==> config.mk <==
export PLATFORM = sky130hd
export DESIGN_NAME = instr_fetch_flat
export DESIGN_NICKNAME = d
export VERILOG_FILES = /design/src/rtl/mips_pkg.sv /design/src/rtl/instr_fetch_if.sv /design/src/rtl/instr_fetch_skid.sv /design/src/rtl/instr_fetch.sv /design/src/flat_wrapper.sv
export SDC_FILE = /design/constraint.sdc
export NUM_CORES = 1
export LEC_CHECK = 0
export ABC_AREA = 1
export CAP_MARGIN = 5
export CORE_ASPECT_RATIO = 1.75
export CORE_UTILIZATION = 35
export CTS_BUF_LIST = sky130_fd_sc_hd__clkbuf_8 sky130_fd_sc_hd__clkbuf_16
export DETAILED_ROUTE_END_ITERATION = 10
export DONT_BUFFER_PORTS = 1
export PLACE_DENSITY = 0.6
export SLEW_MARGIN = 20
export SYNTH_ARGS = -nofsm -noshare
export SYNTH_HDL_FRONTEND = slang
export SYNTH_HIERARCHICAL = 1
export SYNTH_SLANG_ARGS = --single-unit
==> constraint.sdc <==
create_clock -name clk -period 10.3 [get_ports clk]
set_input_delay 2.06 -clock clk [delete_from_list [all_inputs] [get_ports clk]]
set_output_delay 2.06 -clock clk [all_outputs]
set_load 0.1 [all_outputs]
==> src/rtl/mips_pkg.sv <==
// mips_pkg: opcodes, instruction field positions and fetch state type shared by fetch and decode.
package mips_pkg;
  localparam int INSTR_W = 32;
  localparam int OPC_MSB = 31;
  localparam int OPC_LSB = 26;
  localparam logic [5:0] OP_RTYPE = 6'd0;
  localparam logic [5:0] OP_LW = 6'd35;
  localparam logic [5:0] OP_SW = 6'd43;
  localparam logic [5:0] OP_BEQ = 6'd4;
  typedef enum logic [1:0] {IDLE, REQ, WAIT, HOLD} fetch_state_t;
endpackage

==> src/rtl/instr_fetch_if.sv <==
// instr_fetch_if: instruction memory read bus.
//   req/addr from fetch; gnt accepts the request; rvalid/rdata return the word later.
interface instr_fetch_if #(parameter int ADDR_W = 32, parameter int DATA_W = 32);
  logic req;
  logic [ADDR_W-1:0] addr;
  logic gnt;
  logic rvalid;
  logic [DATA_W-1:0] rdata;
  modport master(output req, addr, input gnt, rvalid, rdata);
  modport slave(input req, addr, output gnt, rvalid, rdata);
endinterface

==> src/rtl/instr_fetch_skid.sv <==
// fetch_skid: one-entry skid buffer that parks a returned word while IF/ID is stalled.
//   load captures d, unload or flush empties it (flush wins over load).
module fetch_skid #(parameter int W = 64) (
  input  logic         clk,
  input  logic         rst,
  input  logic         load,
  input  logic         unload,
  input  logic         flush,
  input  logic [W-1:0] d,
  output logic         valid,
  output logic [W-1:0] q
);
  always_ff @(posedge clk or posedge rst)
    if (rst) begin
      valid <= 1'b0;
      q <= '0;
    end else begin
      valid <= !(flush || unload) && (load || valid);
      if (load) q <= d;
    end
endmodule

==> src/rtl/instr_fetch.sv <==
// instr_fetch: PC + single-outstanding instruction fetch feeding the IF/ID register.
//   clk, rst (async, active high); imem: master side of the instruction bus;
//   id_stall holds IF/ID; branch_taken/branch_target redirect and flush;
//   if_valid/if_instr/op_code/funct/if_pc_plus4 form the IF/ID register.
//   FETCH_PERF_CNT_EN adds saturating perf_fetched, perf_stall, perf_flush.
module instr_fetch
  import mips_pkg::*;
#(
  parameter int ADDR_W = 32,
  parameter int DATA_W = INSTR_W,
  parameter logic [ADDR_W-1:0] RESET_PC = '0
) (
  input  logic              clk,
  input  logic              rst,
  instr_fetch_if.master     imem,
  input  logic              id_stall,
  input  logic              branch_taken,
  input  logic [ADDR_W-1:0] branch_target,
  output logic              if_valid,
  output logic [DATA_W-1:0] if_instr,
  output logic [5:0]        op_code,
  output logic [5:0]        funct,
  output logic [ADDR_W-1:0] if_pc_plus4
`ifdef FETCH_PERF_CNT_EN
  ,
  output logic [31:0]       perf_fetched,
  output logic [31:0]       perf_stall,
  output logic [15:0]       perf_flush
`endif
);
  fetch_state_t state, state_n;
  logic [ADDR_W-1:0] pc, pc_n, pc4;
  logic discard, discard_n, in_flight;
  logic got, load_new, park, load_skid, sk_valid;
  logic [ADDR_W+DATA_W-1:0] sk_q;
  assign pc4 = pc + ADDR_W'(4);
  assign imem.req = state == REQ;
  assign imem.addr = pc;
  assign op_code = if_instr[OPC_MSB:OPC_LSB];
  assign funct = if_instr[5:0];
  assign got = state == WAIT && imem.rvalid && !discard && !branch_taken;
  assign load_new = got && (!if_valid || !id_stall);
  assign park = got && if_valid && id_stall;
  assign load_skid = state == HOLD && sk_valid && !id_stall && !branch_taken;
  // A redirect leaves a response owed to us when the request was just granted
  // or is still outstanding; that response must be swallowed before refetching.
  assign in_flight = (state == REQ && imem.gnt) || (state == WAIT && !imem.rvalid);
  always_comb begin
    state_n = state;
    pc_n = pc;
    discard_n = discard;
    if (branch_taken) begin
      pc_n = branch_target;
      discard_n = in_flight;
      state_n = in_flight ? WAIT : REQ;
    end else begin
      unique case (state)
        IDLE: state_n = REQ;
        REQ:  state_n = imem.gnt ? WAIT : REQ;
        WAIT: if (imem.rvalid) begin
          discard_n = 1'b0;
          pc_n = discard ? pc : pc4;
          state_n = (discard || !if_valid || !id_stall) ? REQ : HOLD;
        end
        HOLD: state_n = id_stall ? HOLD : REQ;
      endcase
    end
  end
  always_ff @(posedge clk or posedge rst)
    if (rst) begin
      state <= IDLE;
      pc <= RESET_PC;
      discard <= 1'b0;
      if_valid <= 1'b0;
      if_instr <= '0;
      if_pc_plus4 <= '0;
    end else begin
      state <= state_n;
      pc <= pc_n;
      discard <= discard_n;
      if_valid <= !branch_taken && (load_new || load_skid || (if_valid && id_stall));
      if (load_new) begin
        if_instr <= imem.rdata;
        if_pc_plus4 <= pc4;
      end else if (load_skid) {if_pc_plus4, if_instr} <= sk_q;
    end
  fetch_skid #(.W(ADDR_W + DATA_W)) u_skid (
    .clk(clk),
    .rst(rst),
    .load(park),
    .unload(load_skid),
    .flush(branch_taken),
    .d({pc4, imem.rdata}),
    .valid(sk_valid),
    .q(sk_q)
  );
`ifdef FETCH_PERF_CNT_EN
  always_ff @(posedge clk or posedge rst)
    if (rst) begin
      perf_fetched <= '0;
      perf_stall <= '0;
      perf_flush <= '0;
    end else begin
      if ((load_new || load_skid) && !(&perf_fetched)) perf_fetched <= perf_fetched + 32'd1;
      if (if_valid && id_stall && !(&perf_stall)) perf_stall <= perf_stall + 32'd1;
      if (branch_taken && !(&perf_flush)) perf_flush <= perf_flush + 16'd1;
    end
`endif
endmodule

==> src/flat_wrapper.sv <==
// flat-port wrapper written by rule: the top's interface ports become plain ports
module instr_fetch_flat import mips_pkg::*;
#(
  parameter int ADDR_W = 32,
  parameter int DATA_W = INSTR_W,
  parameter logic [ADDR_W-1:0] RESET_PC = '0
)
  (clk, rst, id_stall, branch_taken, branch_target, if_valid, if_instr, op_code, funct, if_pc_plus4, imem_req, imem_addr, imem_gnt, imem_rvalid, imem_rdata);
  instr_fetch_if #(.ADDR_W(ADDR_W), .DATA_W(DATA_W)) imem_i ();
  input  logic clk;
  input  logic rst;
  input  logic id_stall;
  input  logic branch_taken;
  input  logic [ADDR_W-1:0] branch_target;
  output logic if_valid;
  output logic [DATA_W-1:0] if_instr;
  output logic [5:0] op_code;
  output logic [5:0] funct;
  output logic [ADDR_W-1:0] if_pc_plus4;
  output wire logic [$bits(imem_i.req)-1:0] imem_req;
  output wire logic [$bits(imem_i.addr)-1:0] imem_addr;
  input wire logic [$bits(imem_i.gnt)-1:0] imem_gnt;
  input wire logic [$bits(imem_i.rvalid)-1:0] imem_rvalid;
  input wire logic [$bits(imem_i.rdata)-1:0] imem_rdata;
  assign imem_req = imem_i.req;
  assign imem_addr = imem_i.addr;
  assign imem_i.gnt = imem_gnt;
  assign imem_i.rvalid = imem_rvalid;
  assign imem_i.rdata = imem_rdata;
  instr_fetch #(.ADDR_W(ADDR_W), .DATA_W(DATA_W), .RESET_PC(RESET_PC)) u_core (.clk(clk), .rst(rst), .imem(imem_i), .id_stall(id_stall), .branch_taken(branch_taken), .branch_target(branch_target), .if_valid(if_valid), .if_instr(if_instr), .op_code(op_code), .funct(funct), .if_pc_plus4(if_pc_plus4));
endmodule
[After elaboration in Yosys (flattened, before gate mapping)]
Cells that the tools add are included.
Cells by class
  add/sub/neg operators: 1
  magnitude comparators: 0
  bitwise logic cells: 0
  shift-type cells: 0
  equality and inequality tests: 5
  multipliers: 0
  divide/modulo/power cells: 0
  mux-type cells: 18
  reductions and logical operators: 34
Operators by type and width (number)
  $mux 32: 8
  $add 32x3->32 const B: 1
  $logic_and 1x1->1: 14
  $mux 2: 6
  $logic_or 1x1->1: 8
  $pmux 2 s4: 1
  $logic_not 1->1: 6
  $reduce_bool 2->1: 3
  $eq 2x2->1 const B: 2
  $mux 1: 3
  $ne 3x3->1 const B: 1
  $reduce_and 3->1: 1
  $eq 2x1->1 const B: 1
  $logic_not 2->1: 1
  $ne 2x2->1 const B: 1
  $reduce_and 2->1: 1
Word-level totals
  bits of input ports: 70
  output and inout port bits: 110
  memory bits (read-only): 0
  memories: 0
  bits in writable memories: 0
  latch bits: 0
  word-level logic and storage cells: 66
  register bits after elaboration: 165

[Depth between registers and ports, before layout]
Gate-level depths: netlist (run 1).
  depth in word-level cells: 8
  depth in mapped cells: 11
  depth with buffers taken out: 10

[Cells and area by module]
The synthesis (run 1) kept the hierarchy.
Modules (own cells, without submodules)
  instr_fetch: area an instance 5701.7 µm², times used 1, sequential area each 2502.4 µm², cells an instance 804
  fetch_skid: area an instance 2472.4 µm², times used 1, sequential area each 1626.6 µm², cells an instance 277

[Worst setup path after synthesis (run 1)]
Ideal clock, no wire load.
  path kind: register -> output
  from: reg u_core.state[0]
  to: out imem_req
  cell stages (with the launch flop): 3
  data arrival time: 1.683 ns
  path slack: 6.557 ns
  buffers on the path: 0
  path through: dfrtp_1 -> inv_1 -> nor2_1
On the way
  longest elaborated chain between the ends: 1
Ends and longest elaborated chain
  from (decl): line instr_fetch.sv:31  | fetch_state_t state, state_n;
  from (signal assigned): line instr_fetch.sv:78  | state <= state_n;
  $eq 2x1->1: line instr_fetch.sv:37  | assign imem.req = state == REQ;
  to (decl): line flat_wrapper.sv:20  | output wire logic [$bits(imem_i.req)-1:0] imem_req;
No other way between the ends.

[Worst setup path after layout (run 1)]
  from: in imem_rvalid
  to: reg u_core.if_pc_plus4[1]
On the way
  longest elaborated chain between the ends: 5
  elaborated cells between the ends (all ways): 6
  classes of those cells: mux (1); reduce/logical (5)
Ends and longest elaborated chain
  from (decl): line flat_wrapper.sv:23  | input wire logic [$bits(imem_i.rvalid)-1:0] imem_rvalid;
  $logic_and 1x1->1 (*) (3 in series): line instr_fetch.sv:41  | assign got = state == WAIT && imem.rvalid && !discard && !branch_taken;
  $logic_and 1x1->1 (*): line instr_fetch.sv:42  | assign load_new = got && (!if_valid || !id_stall);
  $mux 32 / $reduce_bool 2->1 (equally long branches)
  to (signal assigned): line instr_fetch.sv:84  | if_pc_plus4 <= pc4;
  to (signal assigned): line instr_fetch.sv:85  | end else if (load_skid) {if_pc_plus4, if_instr} <= sk_q;
  to (decl): line instr_fetch.sv:23  | output logic [ADDR_W-1:0] if_pc_plus4
Every way passes the cells marked *; elsewhere a longest branch is shown, timed or not.
A chain may end at the register's enable or synchronous reset.

==> results of run 1 <==
## registers in the layout, indices dropped and copies added (netlist names)
name and flops:
u_core/state 2, u_core/discard 1, u_core/imem.addr 32, u_core/if_pc_plus4 32
u_core/if_valid 1, u_core/u_skid/q 64, u_core/if_instr 32, u_core/u_skid/valid 1
## cells in the mapped netlist (all sizes together)
master / instances
inv: 85
a21oi: 1
o21ai: 17
clkbuf: 5
nand3: 75
dfrtp: 165
o211ai: 4
buf: 52
ha: 1
xnor2: 3
o22ai: 2
a31oi: 6
and2: 2
nand2: 592
nor2: 57
nand4: 2
xor2: 12
## power by group through the flow
stage                     registers, mW  clock network (mW)  logic [mW]
after floorplan                    1.82                   0       0.444
after global placement             2.04                   0       0.296
after detailed placement           2.05                   0       0.301
after CTS                          2.03               0.695       0.303
after global routing               2.04               0.717       0.346
final                              2.02               0.674       0.299
## critical path, delay by kind of cell
kind | cells | cell delay (ps)
buf+inv | 4 | 1430
simple gates | 6 | 890
## cell families after synthesis
kind of cell / after synthesis / synth area share, %
compound gates: 30 / 2.08
xor+xnor: 15 / 2.34
fa+ha+maj: 1 / 0.153
buf+inv: 142 / 8.34
flops: 165 / 50.5
simple gates: 728 / 36.6
## worst paths after layout
kind                                startpoint                      to  slack, ps  cells after the start
max                                imem_rvalid   u_core/if_pc_plus4[1]       6240                     10
min                        u_core/u_skid/q[25]     u_core/u_skid/q[25]        470                      2
max reg2reg                    u_core/if_valid   u_core/if_pc_plus4[1]       7330                      6
min reg2reg                u_core/u_skid/q[25]     u_core/u_skid/q[25]        470                      2
max in group asynchronous                  rst     u_core/if_instr[30]       7490                      2
min in group asynchronous                  rst  u_core/if_pc_plus4[21]       1640                      1
## metrics by stage
stage               power [mW]  area, µm²  hold WS (ps)  util [%]
detailed placement        2.35       8280           458      36.3
floorplan                 2.26       8170           442         -
global route              3.11       8910           481      39.0
CTS                       3.03       8910           474      39.0
finish                    3.00       8910           467      39.0
global placement          2.34       8280           453      36.3
## routing by layer
layer	GRT usage, %	vias up
met5	0	-
met4	8.56	0
met3	4.52	26
met2	33.6	193
met1	20.9	2931
li1	-	3207
## area by class of cell
class                   instances  area (µm²)
well taps                     300         375
fillers                      2363       13900
repair buffers                  9        67.6
clock buffers                  18         439
multi-input cells             774        3370
inverters                      85         322
clock inverters                14         186
flip-flops and latches        165        4140
diodes                          1        2.50
==> run_results.csv, run 1 <==
group,metric,value,unit
sta,fin_skew,11.0,ps
clocking,cts_resized,0,
place,dp.cells,1333,
sta,fin_crit,4060,ps
floorplan,core,0.0228,mm²
place,io_buffers,0,
min_path,hp-class,"register to register",
clocking,clkTransAtPathRegs,60,ps
setup_path,worstPathCellList,"inv_1 > nor2_1 > nand2_1 > nor2_2 > buf_4 > nand2_2 > inv_2 > buf_4 > nand2_1 > nand3_1",
pwr,swShare,57.3,%
floorplan,die_w,118,µm
place,hpwl,15.0,mm
clocking,clockRootBuffer,"clkbuf_16",
pwr,clkPwrFrac,22.5,%
floorplan,rows,73,
synth,syn_inst,1081,
clocking,htreeDepth,4,
sta,clock.fmax,246,MHz
setup_path,critPathLaunchType,"input port",
routing,wl_met2,11.4,mm
grt,antenna_found_initial,1,
routing,wl,21.6,mm
routing,post-route-drc-count,0,
synth,ys_ff_latch,165,
synth,yosysWarningCount,6,
synth,synth.area.top_cells,"dfrtp_1 (51%), nand2_1 (27%), nand3_1 (4.6%)",
grt,grt.overflow.total,0,
grt,grt_max_degree,66,
clocking,cts.path.max_buffers,2,
synth,avgSynthCellArea,7.56,µm²
sta,period_share,39.4,%
setup_path,crit_slowest_cell,"inv_2",
sta,fin_ws,6240,ps
floorplan,die_h,204,µm
setup_path,cp.arrival,4430,ps
sta,drv_slew,0,
final_layout,area_growth,9.00,%
synth,ys_seq_area_share,50.5,%
floorplan,pin_count,180,
final_layout,fin_cells,1366,
routing,drtIter0Drc,367,
routing,wl_per_cell,15.8,µm
clocking,cts_sinks,165,
routing,met1Wirelength,8.61,mm
synth,synth_nets,1152,
outcome,outcome,"completed",
pwr,power.density,336,mW/mm²
sta,hold_violations,0,
clocking,cts_buffers,17,
pwr,combPwrFrac,10.0,%
synth,ys_types,27,
clocking,cts_hold_buf,0,
final_layout,drive_gt1_share,8.17,%
clocking,insertion_delay,440,ps
final_layout,final_common_cell,"nand2_1",
synth,synth_top_area_share,50.5,%
sta,setup_viol,0,
routing,wl_met3,1.14,mm
final_layout,layout_common_cells,"nand2_1 (584), dfrtp_1 (153), inv_1 (82)",
routing,first_pass_iters,5,
setup_path,crit_type,"input port to register",
pwr,p_int,1.28,mW
routing,highest_layer,"met4",
sta,setup_tns,0,ps
pwr,irDropWorstVdd,100,µV
setup_path,crit_path_max_fanout,32,
floorplan,die_area,0.0240,mm²
routing,ant_nets,0,
synth,synth_area,0.00817,mm²
setup_path,required,10670,ps
final_layout,final_nets,1123,
setup_path,slowest_delay,620,ps
pwr,leakage,4.75,nW
run,maxCapViolCount,0,
grt,grt_usage,18.8,%
routing,num_vias,6357,
sta,relSlewSlack,25.7,%
grt,grt_pass1_vias,6092,
place,pre_cts_ws,5770,ps
sta,rsz0062_at_grt,"no",
sta,tightestPinTransition,1110,ps
clocking,cts_tree,"built",
synth,synth_area_leader_cell,"dfrtp_1",
pwr,seqPwrFrac,67.5,%
place,gp_congestion,0.829,
clocking,cts_setup_buffers,0,
routing,via_per_inst,4.65,
setup_path,critPathCaptureType,"register",
grt,grt_pass1_wl,34.3,mm
floorplan,start_util,35.8,%
pwr,p_switching,1.72,mW
(Power assumes the default switching activity.)
==> run 2: changes to the inputs <==
--- a/config.mk
+++ b/config.mk
@@ -5,7 +5,7 @@
 export SDC_FILE = /design/constraint.sdc
 export NUM_CORES = 1
 export LEC_CHECK = 0
-export ABC_AREA = 1
+export ABC_AREA = 0
 export CAP_MARGIN = 5
 export CORE_ASPECT_RATIO = 1.75
 export CORE_UTILIZATION = 35
==> constraint.sdc (replaced) <==
create_clock -name clk -period 4 [get_ports clk]
set_input_delay 0.8 -clock clk [delete_from_list [all_inputs] [get_ports clk]]
set_output_delay 0.8 -clock clk [all_outputs]
set_load 0.1 [all_outputs]
==> run_results.csv, run 2 <==
group,metric,value,unit
sta,setup_viol,0,
synth,ys_types,47,
place,io_buffers,0,
sta,drv_slew,0,
routing,post-route-drc-count,0,
floorplan,die_area,0.0234,mm²
final_layout,area_growth,12.1,%
synth,synth_edf_count,0,
setup_path,required,4330,ps
synth,yosys.area_share.adder,0.157,%
clocking,insertion_delay,440,ps
final_layout,fin_util,40.1,%
synth,synth_area,0.00796,mm²
pwr,clkPwrFrac,21.2,%
final_layout,layout_common_cells,"nand2_1 (180), dfrtp_1 (153), mux2_4 (49)",
synth,ys_seq_area_share,51.9,%
clocking,htreeDepth,4,
clocking,cts_hold_buf,0,
routing,via_per_inst,5.07,
clocking,clkTransAtPathRegs,70,ps
floorplan,pin_count,180,
final_layout,fin_cells,1060,
floorplan,die_w,116,µm
place,hpwl,13.8,mm
sta,rsz0062_at_grt,"no",
sta,timing.hold.ws,290,ps
setup_path,reg2reg_to,"u_core/u_skid/q[58]",
clocking,cts_buffers,17,
floorplan,core,0.0223,mm²
setup_path,timing.rr.start,"u_core/imem.addr[4]",
synth,avgSynthCellArea,10.6,µm²
final_layout,final_common_cell,"nand2_1",
grt,antenna_found_initial,0,
grt,grt_usage,17.9,%
outcome,outcome,"completed",
sta,clock.fmax,382,MHz
clocking,cts.path.max_buffers,2,
place,gp_congestion,0.784,
pwr,p_switching,4.44,mW
synth,muxShareOfSynthArea,12.1,%
pwr,combPwrFrac,12.3,%
pwr,power.density,860,mW/mm²
setup_path,cp.arrival,2940,ps
sta,tightestPinTransition,1080,ps
synth,synthSimpleGateAreaFrac,15.9,%
synth,syn_inst,753,
sta,period_share,65.4,%
sta,fin_skew,10.8,ps
floorplan,start_util,35.8,%
setup_path,critPathCaptureType,"register",
synth,synth_compound_area_share,9.45,%
pwr,swShare,57.8,%
synth,synth.area.top_cells,"dfrtp_1 (52%), mux2_4 (9.2%), nand2_1 (8.5%)",
grt,grt.overflow.total,0,
routing,ant_nets,0,
run,maxCapViolCount,0,
pwr,p_total,7.68,mW
place,dp.cells,1028,
routing,wl_per_cell,18.6,µm
floorplan,rows,72,
synth,synth_top_family_by_area,"simple AND/OR/NAND/NOR gates",
synth,synth_common_cells,"nand2_1 (180), dfrtp_1 (165), mux2_4 (49)",
routing,num_vias,5375,
sta,setup_tns,0,ps
synth,synth_area_leader_cell,"dfrtp_1",
pwr,irDropWorstVdd,423,µV
synth,synth_ff_type,"dfrtp_1",
clocking,cts_setup_buffers,0,
sta,relSlewSlack,27.5,%
synth,synth_most_common_cell,"nand2_1",
grt,grt_max_degree,101,
final_layout,final_nets,822,
synth,synth_nets,824,
sta,hold_violations,0,
clocking,cts_resized,0,
clocking,clockRootBuffer,"clkbuf_16",
setup_path,r2r_cells,6,
synth,synthXorXnorAreaFrac,6.05,%
grt,grt_pass1_vias,5553,
synth,synth_top_area_share,51.9,%
setup_path,r2r_slack,1380,ps
pwr,p_int,3.24,mW
routing,wl,19.7,mm
min_path,hp-class,"input port to asynchronous set/reset pin",
routing,drtIter0Drc,294,
final_layout,largest_reg_flops,64,
final_layout,antenna_cells,0,
sta,fin_crit,2620,ps
synth,ys_ff_latch,165,
floorplan,die_h,202,µm
setup_path,crit_type,"register to register",
final_layout,top_register,"u_core/u_skid/q",
setup_path,critPathLaunchType,"register",
setup_path,crit_path_max_fanout,8,
routing,first_pass_iters,4,
pwr,seqPwrFrac,66.5,%
pwr,leakage,4.12,nW
synth,async_flop_share,100,%
clocking,cts_sinks,165,
grt,grt_pass1_wl,31.1,mm
clocking,cts_tree,"built",
synth,yosysWarningCount,6,
final_layout,drive_gt1_share,21.3,%
[run 2: cell types whose count changed in the layout (fill, tap and decap cells not counted), moves of 18 or more]
cell | before | now
a21oi_1 | 1 | 19
a22oi_1 | 0 | 34
buf_4 | 9 | 36
inv_1 | 82 | 8
mux2_4 | 0 | 49
nand2_1 | 584 | 180
nand3_1 | 75 | 19
nand4_1 | 2 | 20
nor2_1 | 42 | 22
xnor2_1 | 3 | 27
xor2_1 | 4 | 28
[run 2: stage by stage]
| step | worst slack, ps | cell area, µm² |
|---|---|---|
| finish | 1380 | 8920 |
| global route | 1230 | 8920 |
| CTS | 1420 | 8920 |
| detailed placement | 1250 | 8350 |
| global placement | 1290 | 8350 |
| floorplan | 581 | 7960 |
[run 2: cell families (layout without fill, tap and decap cells)]
family                     count (synthesis)  in the layout
xor gates and xnor gates                  55             55
buffers and inverters                     67             78
adders and majority gates                  1              1
DFF                                      165            165
muxes                                     70             70
and+or+nand+nor                          275            275
AOI/OAI and AO/OA                        120            120
[run 2: power groups by stage]
stage	clock network, mW	logic, mW	registers [mW]
6_report	1.63	0.944	5.11
5_1_grt	1.73	1.05	5.18
4_1_cts	1.67	0.955	5.13
3_5_place_dp	0	0.949	5.17
3_3_place_gp	0	0.935	5.15
2_1_floorplan	0	1.12	4.77
[run 2: cell type report]
type	instances	area, µm²
Sequential cell	165	4140
Tap cell	296	370
Multi-Input combinational cell	521	3490
Timing Repair Buffer	38	310
Fill cell	2200	13300
Inverter	8	32.5
Clock inverter	14	136
Clock buffer	18	439
[run 2: routing by layer]
layer | part of all wire, % | vias up | global-route usage [%]
met5 | 0 | - | 0
met4 | 3.7 | 0 | 9.66
met3 | 6.3 | 38 | 5.63
met2 | 52 | 165 | 30.2
met1 | 38 | 2599 | 19.6
li1 | - | 2573 | -
[run 2: worst max-delay path by stage]
stage                              startpoint              endpoint  slack [ps]  cells after the start
final                     u_core/imem.addr[4]   u_core/u_skid/q[58]        1380                      6
after floorplan                           rst        u_core/discard         580                      1
after CTS                     u_core/state[0]              imem_req        1420                      1
after global routing      u_core/imem.addr[5]  u_core/imem.addr[28]        1230                      6
after global placement            imem_rvalid   u_core/u_skid/q[15]        1290                      5
after detailed placement          imem_rvalid   u_core/u_skid/q[24]        1250                      5
[run 2: worst max-delay path, stage by stage (launching register included)]
cell and delay, ps:
dfrtp_1 320, buf_4 340, nand3_1 410, nor3_2 710, nand4_1 220, xnor2_1 220
mux2_4 280
==> run 3: changes to the inputs <==
--- a/config.mk
+++ b/config.mk
@@ -5,7 +5,7 @@
 export SDC_FILE = /design/constraint.sdc
 export NUM_CORES = 1
 export LEC_CHECK = 0
-export ABC_AREA = 0
+export ABC_AREA = 1
 export CAP_MARGIN = 5
 export CORE_ASPECT_RATIO = 1.75
 export CORE_UTILIZATION = 35
==> constraint.sdc (replaced) <==
create_clock -name clk -period 2.74 [get_ports clk]
set_input_delay 0.548 -clock clk [delete_from_list [all_inputs] [get_ports clk]]
set_output_delay 0.548 -clock clk [all_outputs]
set_load 0.1 [all_outputs]
==> run_results.csv, run 3 (synthesized netlist as in run 1, its figures left out) <==
group,metric,value,unit
outcome,outcome,"completed",
routing,wl_met2,11.6,mm
pwr,p_switching,6.45,mW
final_layout,final_common_cell,"nand2_1",
pwr,p_int,4.97,mW
setup_path,crit_type,"register to register",
pwr,irDropWorstVdd,516,µV
sta,hold_violations,0,
pwr,clkPwrFrac,21.5,%
routing,num_vias,6550,
setup_path,worstPathCellList,"nor2_2 > nand2_1 > nor2_2 > inv_1 > nor2_4 > clkinv_2 > nand2_1 > nand2_1",
place,hpwl,15.8,mm
clocking,cts_setup_buffers,0,
sta,setup_viol,0,
clocking,clockRootBuffer,"clkbuf_16",
final_layout,seqCellArea,0.00414,mm²
place,gp_congestion,0.824,
routing,via_per_inst,4.63,
floorplan,rows,73,
sta,fin_skew,8.23,ps
routing,wl,21.8,mm
grt,grt_pass1_wl,35.3,mm
pwr,swShare,56.5,%
clocking,insertion_delay,440,ps
grt,grt_usage,19.2,%
sta,tightestPinTransition,977,ps
final_layout,antenna_cells,0,
grt,grt_pass1_vias,6615,
floorplan,die_h,204,µm
min_path,hp-class,"input port to asynchronous set/reset pin",
final_layout,largest_reg_flops,64,
routing,met1Wirelength,8.50,mm
sta,fin_crit,2330,ps
floorplan,die_w,118,µm
setup_path,critPathCaptureType,"register",
floorplan,start_util,35.8,%
final_layout,area_growth,13.6,%
routing,post-route-drc-count,0,
grt,antenna_found_initial,0,
grt,grt.overflow.total,0,
clocking,cts_tree,"built",
final_layout,top_register,"u_core/u_skid/q",
final_layout,fin_cells,1415,
floorplan,die_area,0.0240,mm²
setup_path,required,3060,ps
setup_path,slowest_delay,700,ps
setup_path,critPathLaunchType,"register",
final_layout,layout_common_cells,"nand2_1 (584), dfrtp_1 (153), inv_1 (83)",
setup_path,timing.rr.start,"u_core/state[0]",
run,maxCapViolCount,0,
sta,period_share,85.1,%
sta,clock.fmax,429,MHz
routing,wl_met3,1.04,mm
clocking,cts_hold_buf,0,
final_layout,multiInputGateArea,0.00337,mm²
final_layout,fill_cells,2351,
final_layout,drive_gt1_share,12.2,%
clocking,htreeDepth,4,
sta,rsz0062_at_grt,"no",
floorplan,pin_count,180,
setup_path,worstSetupStartpoint,"u_core/state[0]",
pwr,seqPwrFrac,57.6,%
clocking,cts_sinks,165,
pwr,leakage,5.00,nW
routing,highest_layer,"met4",
setup_path,crit_path_max_fanout,64,
pwr,power.density,1230,mW/mm²
clocking,cts_buffers,17,
clocking,cts_resized,0,
sta,drv_slew,0,
setup_path,cp.arrival,2660,ps
pwr,combPwrFrac,20.9,%
setup_path,cp_common_cell,"nand2_1",
grt,grt_max_degree,66,
routing,ant_nets,0,
place,io_buffers,0,
setup_path,r2r_cells,8,
routing,drtIter0Drc,370,
clocking,clkTransAtPathRegs,60,ps
floorplan,core,0.0228,mm²
final_layout,final_nets,1173,
setup_path,crit_slowest_cell,"clkinv_2",
place,dp.cells,1383,
sta,setup_tns,0,ps
routing,first_pass_iters,4,
clocking,cts.path.max_buffers,2,
routing,wl_per_cell,15.4,µm
sta,relSlewSlack,34.8,%
[run 3: changes by cell type in the layout (fill, tap and decap cells not counted), sizes merged, moves of 24 or more]
cell   change
nand2    +412
inv       +74
mux2      -66
nand3     +56
a22oi     -34
nor2      +33
xnor2     -24
[run 3: path summary, 6_finish.rpt]
| path | end | slack [ps] |
|---|---|---|
| max | u_core/u_skid/q[2] | 410 |
| min | u_core/if_instr[15] | 100 |
| max reg2reg | u_core/u_skid/q[2] | 410 |
| min reg2reg | u_core/u_skid/q[4] | 470 |
| max in group asynchronous | u_core/imem.addr[18] | 1850 |
| min in group clk | u_core/u_skid/q[17] | 220 |
[run 3: final cells by class]
cell class / count / area share, %
tap: 300 / 4.04
sequential: 165 / 44.6
clock inverter: 12 / 1.48
timing repair buffer: 59 / 5.04
clock buffer: 20 / 5.02
inverter: 85 / 3.49
multi-input combinational: 774 / 36.3
[run 3: worst max-delay path, delay by kind of cell (launching register included)]
kind | cells | cell delay (ps)
flip-flops | 1 | 410
buffers and inverters | 2 | 840
AND/OR/NAND/NOR | 6 | 910
[run 3: power groups by stage]
stage | registers [mW] | logic [mW] | clock network (mW)
final | 6.58 | 2.38 | 2.45
after global routing | 6.66 | 2.58 | 2.61
after CTS | 6.60 | 2.42 | 2.52
after detailed placement | 6.65 | 2.41 | 0
after global placement | 6.63 | 2.38 | 0
after floorplan | 6.83 | 1.67 | 0
[run 3: per-layer routing]
layer | track usage [%] | vias up
li1 | - | 3311
met1 | 20.6 | 3031
met2 | 35.0 | 170
met3 | 4.16 | 38
met4 | 10.5 | 0
met5 | 0 | -
[run 3: per-stage QoR]
step	area [µm²]	hold slack, ps	power, mW	util (%)	setup slack (ps)
floorplan	8180	442	8.50	-	480
global placement	8680	453	9.01	38.0	627
detailed placement	8680	458	9.05	38.0	587
CTS	9290	110	11.5	40.7	711
global route	9290	125	11.8	40.7	148
finish	9290	97.9	11.4	40.7	407
